==> src/rtl/mdio_master.sv <==
// Clause 22 MDIO management master: one request in, one frame out on MDC/MDIO,
// one response back. Read data is sampled through a 2-flop synchroniser.
module mdio_master #(
  parameter int ClkDiv       = 25,
  parameter int PreambleBits = 32
) (
  input  logic        clk_i,
  input  logic        rst_i,
  input  logic        req_valid,
  output logic        req_ready,
  input  logic        req_write,
  input  logic [4:0]  req_phy,
  input  logic [4:0]  req_reg,
  input  logic [15:0] req_wdata,
  output logic        rsp_valid,
  input  logic        rsp_ready,
  output logic [15:0] rsp_rdata,
  output logic        mdc_o,
  output logic        mdio_o,
  output logic        mdio_t_o,
  input  logic        mdio_i
);

  localparam logic [7:0] HalfLast = 8'(ClkDiv - 1);
  localparam logic [6:0] LastBit  = 7'(PreambleBits + 31);
  localparam logic [6:0] TaBit    = 7'(PreambleBits + 14);
  localparam logic [6:0] DataBit  = 7'(PreambleBits + 16);

  typedef enum logic [1:0] {IDLE, SHIFT, RESP} state_e;

  state_e      state_q;
  logic [7:0]  half_q;
  logic        high_q;
  logic [6:0]  bit_q;
  logic [63:0] shreg_q;
  logic        write_q;
  logic [1:0]  sync_q;
  logic [15:0] rdata_q;
  logic        rsp_valid_q, mdc_q, mdio_q, mdio_t_q;

  logic [31:0] frame_d;
  logic [63:0] load_d;
  logic [6:0]  bit_d;

  // Whole frame (preamble included) left-aligned in a 64-bit shifter, MSB out first.
  assign frame_d = {2'b01, (req_write ? 2'b01 : 2'b10), req_phy, req_reg,
                    (req_write ? 2'b10 : 2'b11), (req_write ? req_wdata : 16'h0000)};
  assign load_d  = {32'hFFFF_FFFF, frame_d} << (32 - PreambleBits);
  assign bit_d   = bit_q + 7'd1;

  always_ff @(posedge clk_i or posedge rst_i) begin
    if (rst_i) begin
      state_q     <= IDLE;
      half_q      <= 8'd0;
      high_q      <= 1'b0;
      bit_q       <= 7'd0;
      shreg_q     <= 64'd0;
      write_q     <= 1'b0;
      sync_q      <= 2'b00;
      rdata_q     <= 16'h0000;
      rsp_valid_q <= 1'b0;
      mdc_q       <= 1'b0;
      mdio_q      <= 1'b1;
      mdio_t_q    <= 1'b1;
    end else begin
      sync_q <= {sync_q[0], mdio_i};
      case (state_q)
        IDLE: if (req_valid) begin
          state_q  <= SHIFT;
          write_q  <= req_write;
          half_q   <= 8'd0;
          high_q   <= 1'b0;
          bit_q    <= 7'd0;
          rdata_q  <= 16'h0000;
          mdc_q    <= 1'b0;
          mdio_q   <= load_d[63];
          mdio_t_q <= 1'b0;
          shreg_q  <= {load_d[62:0], 1'b0};
        end
        SHIFT: begin
          if (half_q != HalfLast) begin
            half_q <= half_q + 8'd1;
          end else if (!high_q) begin
            half_q <= 8'd0;
            high_q <= 1'b1;
            mdc_q  <= 1'b1;
          end else begin
            // End of MDC-high: sample read data, then fall and present the next bit.
            half_q <= 8'd0;
            high_q <= 1'b0;
            mdc_q  <= 1'b0;
            if (!write_q && bit_q >= DataBit)
              rdata_q <= {rdata_q[14:0], sync_q[1]};
            if (bit_q == LastBit) begin
              state_q     <= RESP;
              rsp_valid_q <= 1'b1;
              mdio_q      <= 1'b1;
              mdio_t_q    <= 1'b1;
            end else begin
              bit_q    <= bit_d;
              mdio_q   <= shreg_q[63];
              shreg_q  <= {shreg_q[62:0], 1'b0};
              mdio_t_q <= !write_q && (bit_d >= TaBit);
            end
          end
        end
        RESP: if (rsp_ready) begin
          state_q     <= IDLE;
          rsp_valid_q <= 1'b0;
        end
        default: state_q <= IDLE;
      endcase
    end
  end

  assign req_ready = (state_q == IDLE);
  assign rsp_valid = rsp_valid_q;
  assign rsp_rdata = rdata_q;
  assign mdc_o     = mdc_q;
  assign mdio_o    = mdio_q;
  assign mdio_t_o  = mdio_t_q;

endmodule

==> config.mk <==
export PLATFORM = sky130hd
export DESIGN_NAME = mdio_master
export DESIGN_NICKNAME = d
export VERILOG_FILES = /design/src/rtl/mdio_master.sv
export SDC_FILE = /design/constraint.sdc
export NUM_CORES = 1
export LEC_CHECK = 0
export CORE_MARGIN = 5
export CORE_UTILIZATION = 36
export CTS_BUF_LIST = sky130_fd_sc_hd__clkbuf_8
export CTS_CLUSTER_SIZE = 28
export DETAILED_ROUTE_END_ITERATION = 10
export PLACE_DENSITY_LB_ADDON = 0.05
export SYNTH_ARGS = -nofsm -noshare
export SYNTH_HDL_FRONTEND = slang
export SYNTH_SLANG_ARGS = --single-unit
export TNS_END_PERCENT = 30
==> constraint.sdc <==
create_clock -name clk_i -period 4.07 [get_ports clk_i]
set_input_delay 1.221 -clock clk_i [delete_from_list [all_inputs] [get_ports clk_i]]
set_output_delay 1.221 -clock clk_i [all_outputs]
set_load 0.1 [all_outputs]
==> out/metrics.cfg, run 1 <==
[power]
p_sw_share_pct=35.22
power_switching_mw=1.047
power_frac_seq_pct=48.7
vdd_drop_max_mv=0.3138
power_mw=2.972
pwr_density_cell_nw_per_um2=501.9
clockPowerShare_pct=20.6
p_leak_nw=3.195
internal_power_mw=1.925
p_comb_share_pct=30.7

[timing]
rsz0062_at_grt=false
fin_tns_setup_ns=0
finalClockSkew_ns=0.01287
period_needed_ns=3.129
period_share_pct=76.88
setup_viol=0
finalHoldViolations=0
timing.final.ws_setup_ns=0.9411
max_slew_margin_pct=34.32
tightest_slew_ns=0.9821
final_max_slew_viol_count=0
fmax_mhz=319.6

[synth]
synth_edf_count=0
synthTopCellsByArea=dfrtp_1 (50%), mux2i_1 (8.7%), mux2_2 (7.3%)
synthMuxAreaShare_pct=17.03
yosysSeqAreaShare_pct=50.81
synth_top_cell_by_area=dfrtp_1
yosys_register_bits=103
synth_top_cell_area_share_pct=49.78
yosysWarnings=0
postSynth.asyncResetShare_pct=100.0
synthSimpleGateAreaFrac_pct=16.76
ys.flop_type=dfrtp_1
syn_area_per_cell_um2=9.936
ys_types=49
synth_compound_area_share_pct=6.506
synthAdderAreaFrac_pct=1.232
synthesis.area_um2=5077
synth_fp_nets=548
synth_top_family_by_area=multiplexers
synthCells=511
synth_xor_area_share_pct=0.6900

[final_layout]
num-fill-cells=1347
postLayoutCoreUtil_pct=42.65
fin_area_um2=5921
layout.nets=591
area_delta_synth_final_pct=16.61
diodes=0
layout-drive-gt1-share_pct=12.90

[critical_path]
path_max_fanout=3
cp_top_family=buffers and inverters
path_class=flip-flop to output port
setup.worst_path.start_class=flip-flop
path_cells=clkdlybuf4s50_1
crit_path_top_delay_cell=clkdlybuf4s50_1
regToRegStartpoint=bit_q[0]
required_ns=2.85
r2r_cells=6
cp.buffers_inverters=1
cp-startpoint=rsp_rdata[6]
cp-end-kind=output port
worstPathArrival_ns=1.91
max_stage_delay_ns=1.15
cp.depth=1

[clocking]
htree_levels=3
cts.sinks=103
cts_inserted_buffers=9
cts_resized=0
cts_setup_buffers=0
postCtsHoldBufs=0
path_clk_slew_ns=0.09
cts_tree=built
cts_buffer_depth=2
root_buffer=clkbuf_8
clock_latency_ns=0.37

[min_path]
whs_path_depth=0
hp-start=sync_q[0]
hp-class=flip-flop to flip-flop

[global_route]
antenna_found_initial=0
grtUsageTotal_pct=13.00
grt_pass1_vias=3607
grt_max_degree=50
grt_overflow=0
grt_first_pass_wirelength_um=17510

[die]
ios=53
die_h_um=128.8
die_w_um=128.8
num_rows=43
start_util_pct=36.58
fp.coreArea_um2=13880
die-area_um2=16580

[placed_design]
dpl_cell_area_um2=5742
place_ws_ns=0.5680
hpwl_um=6914
gp_congestion=0.7676
port_buffers=52

[flow_run]
drv_cap=0

[drt]
via_count=3562
first_pass_iters=4
antenna_left=0
drcViolationCount=0
via_per_inst=4.827
wl_um=10230
drtIter0Drc=180
wire_per_inst_um=13.86

[status]
status=finished, final reports clean

==> layout make-up <==
cell class              instances  area (um2)  area share [%]
repair buffers                 62       585.6           9.890
well taps                     180       225.2           3.804
multi-input cells             328        2161           36.50
flip-flops and latches        103        2580           43.58
clock inverters                 6       55.05          0.9298
clock buffers                   9       123.9           2.092
inverters                      50       190.2           3.212
==> routing by layer <==
| layer | wire length [um] | global-route usage (%) | part of all wire (%) |
|---|---|---|---|
| met5 | 0 | 0 | 0 |
| met4 | 131 | 3.768 | 1.3 |
| met3 | 464 | 4.400 | 4.5 |
| met2 | 4815 | 20.79 | 47 |
| met1 | 4817 | 16.80 | 47 |
==> power by group through the flow <==
stage               combinational, mW  sequential (mW)  clock [mW]
floorplan                       0.526             1.64           0
global placement                0.906             1.46           0
detailed placement              0.924             1.47           0
CTS                             0.926             1.45       0.648
global route                     1.01             1.49       0.684
finish                          0.911             1.45       0.613
==> final timing paths <==
kind                                 to  slack (ns)
setup / recovery           rsp_rdata[6]        0.94
hold / removal                sync_q[1]        0.36
setup reg to reg            shreg_q[27]        1.22
hold reg to reg               sync_q[1]        0.36
max in group asynchronous      mdio_t_o        2.02
min in group asynchronous   shreg_q[38]        1.27
==> logic make-up (layout without fill, tap and decap cells) <==
kind of cell / after synthesis / in the layout
adders and majority gates: 5 / 5
AOI/OAI and AO/OA: 47 / 47
xor gates and xnor gates: 4 / 4
buffers and inverters: 80 / 127
and+or+nand+nor: 191 / 191
muxes: 81 / 81
DFF: 103 / 103
==> cells in the mapped netlist (all sizes together) (2+ instances only) <==
cell / number
and3b: 2
nand2: 89
a21boi: 2
and4: 3
dfrtp: 101
a31oi: 4
nor2: 49
ha: 5
nand4: 4
dfstp: 2
inv: 50
buf: 17
a22o: 2
a211o: 2
a21oi: 4
o21ai: 18
nor2b: 6
nor3: 5
mux2: 37
clkbuf: 13
o31ai: 2
and3: 3
or3: 2
a21o: 5
nand3: 23
mux2i: 44
xor2: 3
==> cells in the final DEF, fill, tap and decap left out, drive strengths merged, types with 4 or more instances in the layout <==
master         instances
clkdlybuf4s50         48
mux2                  37
nor2                  49
clkbuf                 9
dfrtp                101
inv                   52
nand4                  4
nand3                 23
nor2b                  6
nor3                   5
a31oi                  4
mux2i                 44
o21ai                 18
ha                     5
a21oi                  4
a21o                   5
nand2                 89
buf                   14
==> stage by stage <==
stage	cells	hold slack, ns
final	738	0.3588
after global routing	738	0.3761
after floorplan	511	0.3312
after global placement	723	0.3436
after CTS	738	0.3622
after detailed placement	723	0.3404
==> flip-flops by register name, summed over array words and instances, names as in the netlist <==
| name | flops |
|---|---|
| mdio_t_o | 1 |
| mdio_o | 1 |
| rsp_valid | 1 |
| sync_q | 2 |
| rsp_rdata | 16 |
| bit_q | 7 |
| state_q | 2 |
| half_q | 8 |
| shreg_q | 63 |
| mdc_o | 1 |
| write_q | 1 |
(Power assumes the default switching activity.)
==> run 2: changes to the inputs <==
clock period = 2.5 ns   (was 4.07 ns; I/O delays follow)
==> out/metrics.cfg, run 2 (synthesis results as in run 1) <==
[status]
status=finished, final reports clean

[placed_design]
gp_congestion=0.7210
port_buffers=52
hpwl_um=6979
place_ws_ns=0.08780
place_inst=733

[die]
ios=53
start_util_pct=36.58
die-area_um2=16580
die_w_um=128.8
die_h_um=128.8
num_rows=43
fp.coreArea_um2=13880

[timing]
whs_ns=0.3659
rsz0062_at_grt=false
final_max_slew_viol_count=0
fmax_mhz=470.6
timing.final.ws_setup_ns=0.3752
finalClockSkew_ns=0.01182
tightest_slew_ns=0.5773
period_share_pct=84.99
period_needed_ns=2.125
fin_tns_setup_ns=0
setup_viol=0
max_slew_margin_pct=61.51
finalHoldViolations=0

[critical_path]
cp_top_family=flip-flops
path_max_fanout=9
max_stage_delay_ns=0.50
setup.worst_path.start_class=flip-flop
crit_path_top_delay_cell=dfrtp_1
cp-end-kind=output port
path_class=flip-flop to output port
cp.buffers_inverters=1
required_ns=1.75
path_cells=nor2_1 -> buf_12
worstPathArrival_ns=1.37

[drt]
drtIter0Drc=128
drcViolationCount=0
via_per_inst=4.720
wire_per_inst_um=14.06
via_count=3535
antenna_left=0
wl_um=10530
first_pass_iters=4

[final_layout]
largest_register=shreg_q
postLayoutCoreUtil_pct=43.83
diodes=0
final_common_cell=dfrtp_1
final_cell_mix=dfrtp_1 (101), nand2_1 (89), inv_1 (50), nor2_1 (49), mux2i_1 (44)
num-fill-cells=1388
final_cell_count_no_fill=749
multiInputGateArea_um2=2161
largest_reg_flops=63
area_delta_synth_final_pct=19.84
layout.nets=601
layout-drive-gt1-share_pct=17.75
seq_area_um2=2580

[power]
pwr_density_cell_nw_per_um2=817.4
vdd_drop_max_mv=0.4030
p_leak_nw=3.310

[global_route]
grt_max_degree=104
grtUsageTotal_pct=13.71
grt_first_pass_wirelength_um=18180
grt_overflow=0
antenna_found_initial=0
grt_pass1_vias=3643

[clocking]
cts_resized=0
cts.sinks=103
cts_setup_buffers=0
clock_latency_ns=0.39
htree_levels=3
root_buffer=clkbuf_8
cts_inserted_buffers=9
cts_tree=built
cts_buffer_depth=2
path_clk_slew_ns=0.10
postCtsHoldBufs=0

[min_path]
hp-class=flip-flop to flip-flop

[flow_run]
drv_cap=0

## run 2: changes by cell type in the layout (fill, tap and decap cells not counted), sizes merged
| cell | previous run | this run |
|---|---|---|
| inv | 52 | 50 |
| clkdlybuf4s50 | 48 | 31 |
| buf | 14 | 41 |
| clkinvlp | 1 | 3 |
| clkinv | 2 | 1 |
| clkbuf | 9 | 11 |
## run 2: path summary, 6_finish.rpt
check                           start      endpoint  slack [ns]  cells after the start
hold / removal              sync_q[0]     sync_q[1]        0.37                      0
min in group asynchronous       rst_i   shreg_q[61]        0.87                      3
max in group asynchronous       rst_i  rsp_rdata[6]        1.19                      3
hold reg to reg             sync_q[0]     sync_q[1]        0.37                      0
setup reg to reg            half_q[0]  rsp_rdata[2]        0.42                      8
setup / recovery           state_q[0]     req_ready        0.38                      2
## run 2: layout make-up
cell class / count / share of cell area, %
multi-input combinational: 328 / 35.51
sequential: 103 / 42.40
tap: 180 / 3.701
inverter: 50 / 3.146
clock inverter: 5 / 0.9459
timing repair buffer: 72 / 11.80
clock buffer: 11 / 2.488
## run 2: routing by layer
| metal | global-route usage (%) | share of wire, % |
|---|---|---|
| met3 | 4.566 | 4.3 |
| met4 | 2.779 | 0.94 |
| met1 | 18.42 | 47 |
| met5 | 0 | 0 |
| met2 | 21.77 | 47 |
## run 2: power breakdown
group          leakage, nW  switching (mW)  internal, mW
Combinational         2.04           0.863         0.634
Sequential            1.17           0.292          2.07
Clock                0.103           0.601         0.516
## run 2: stage by stage
stage / power (mW) / cell area, um2
after global placement: 3.871 / 5876
after CTS: 5.051 / 6085
final: 4.974 / 6085
after global routing: 5.346 / 6085
after floorplan: 3.523 / 5081
after detailed placement: 3.910 / 5876
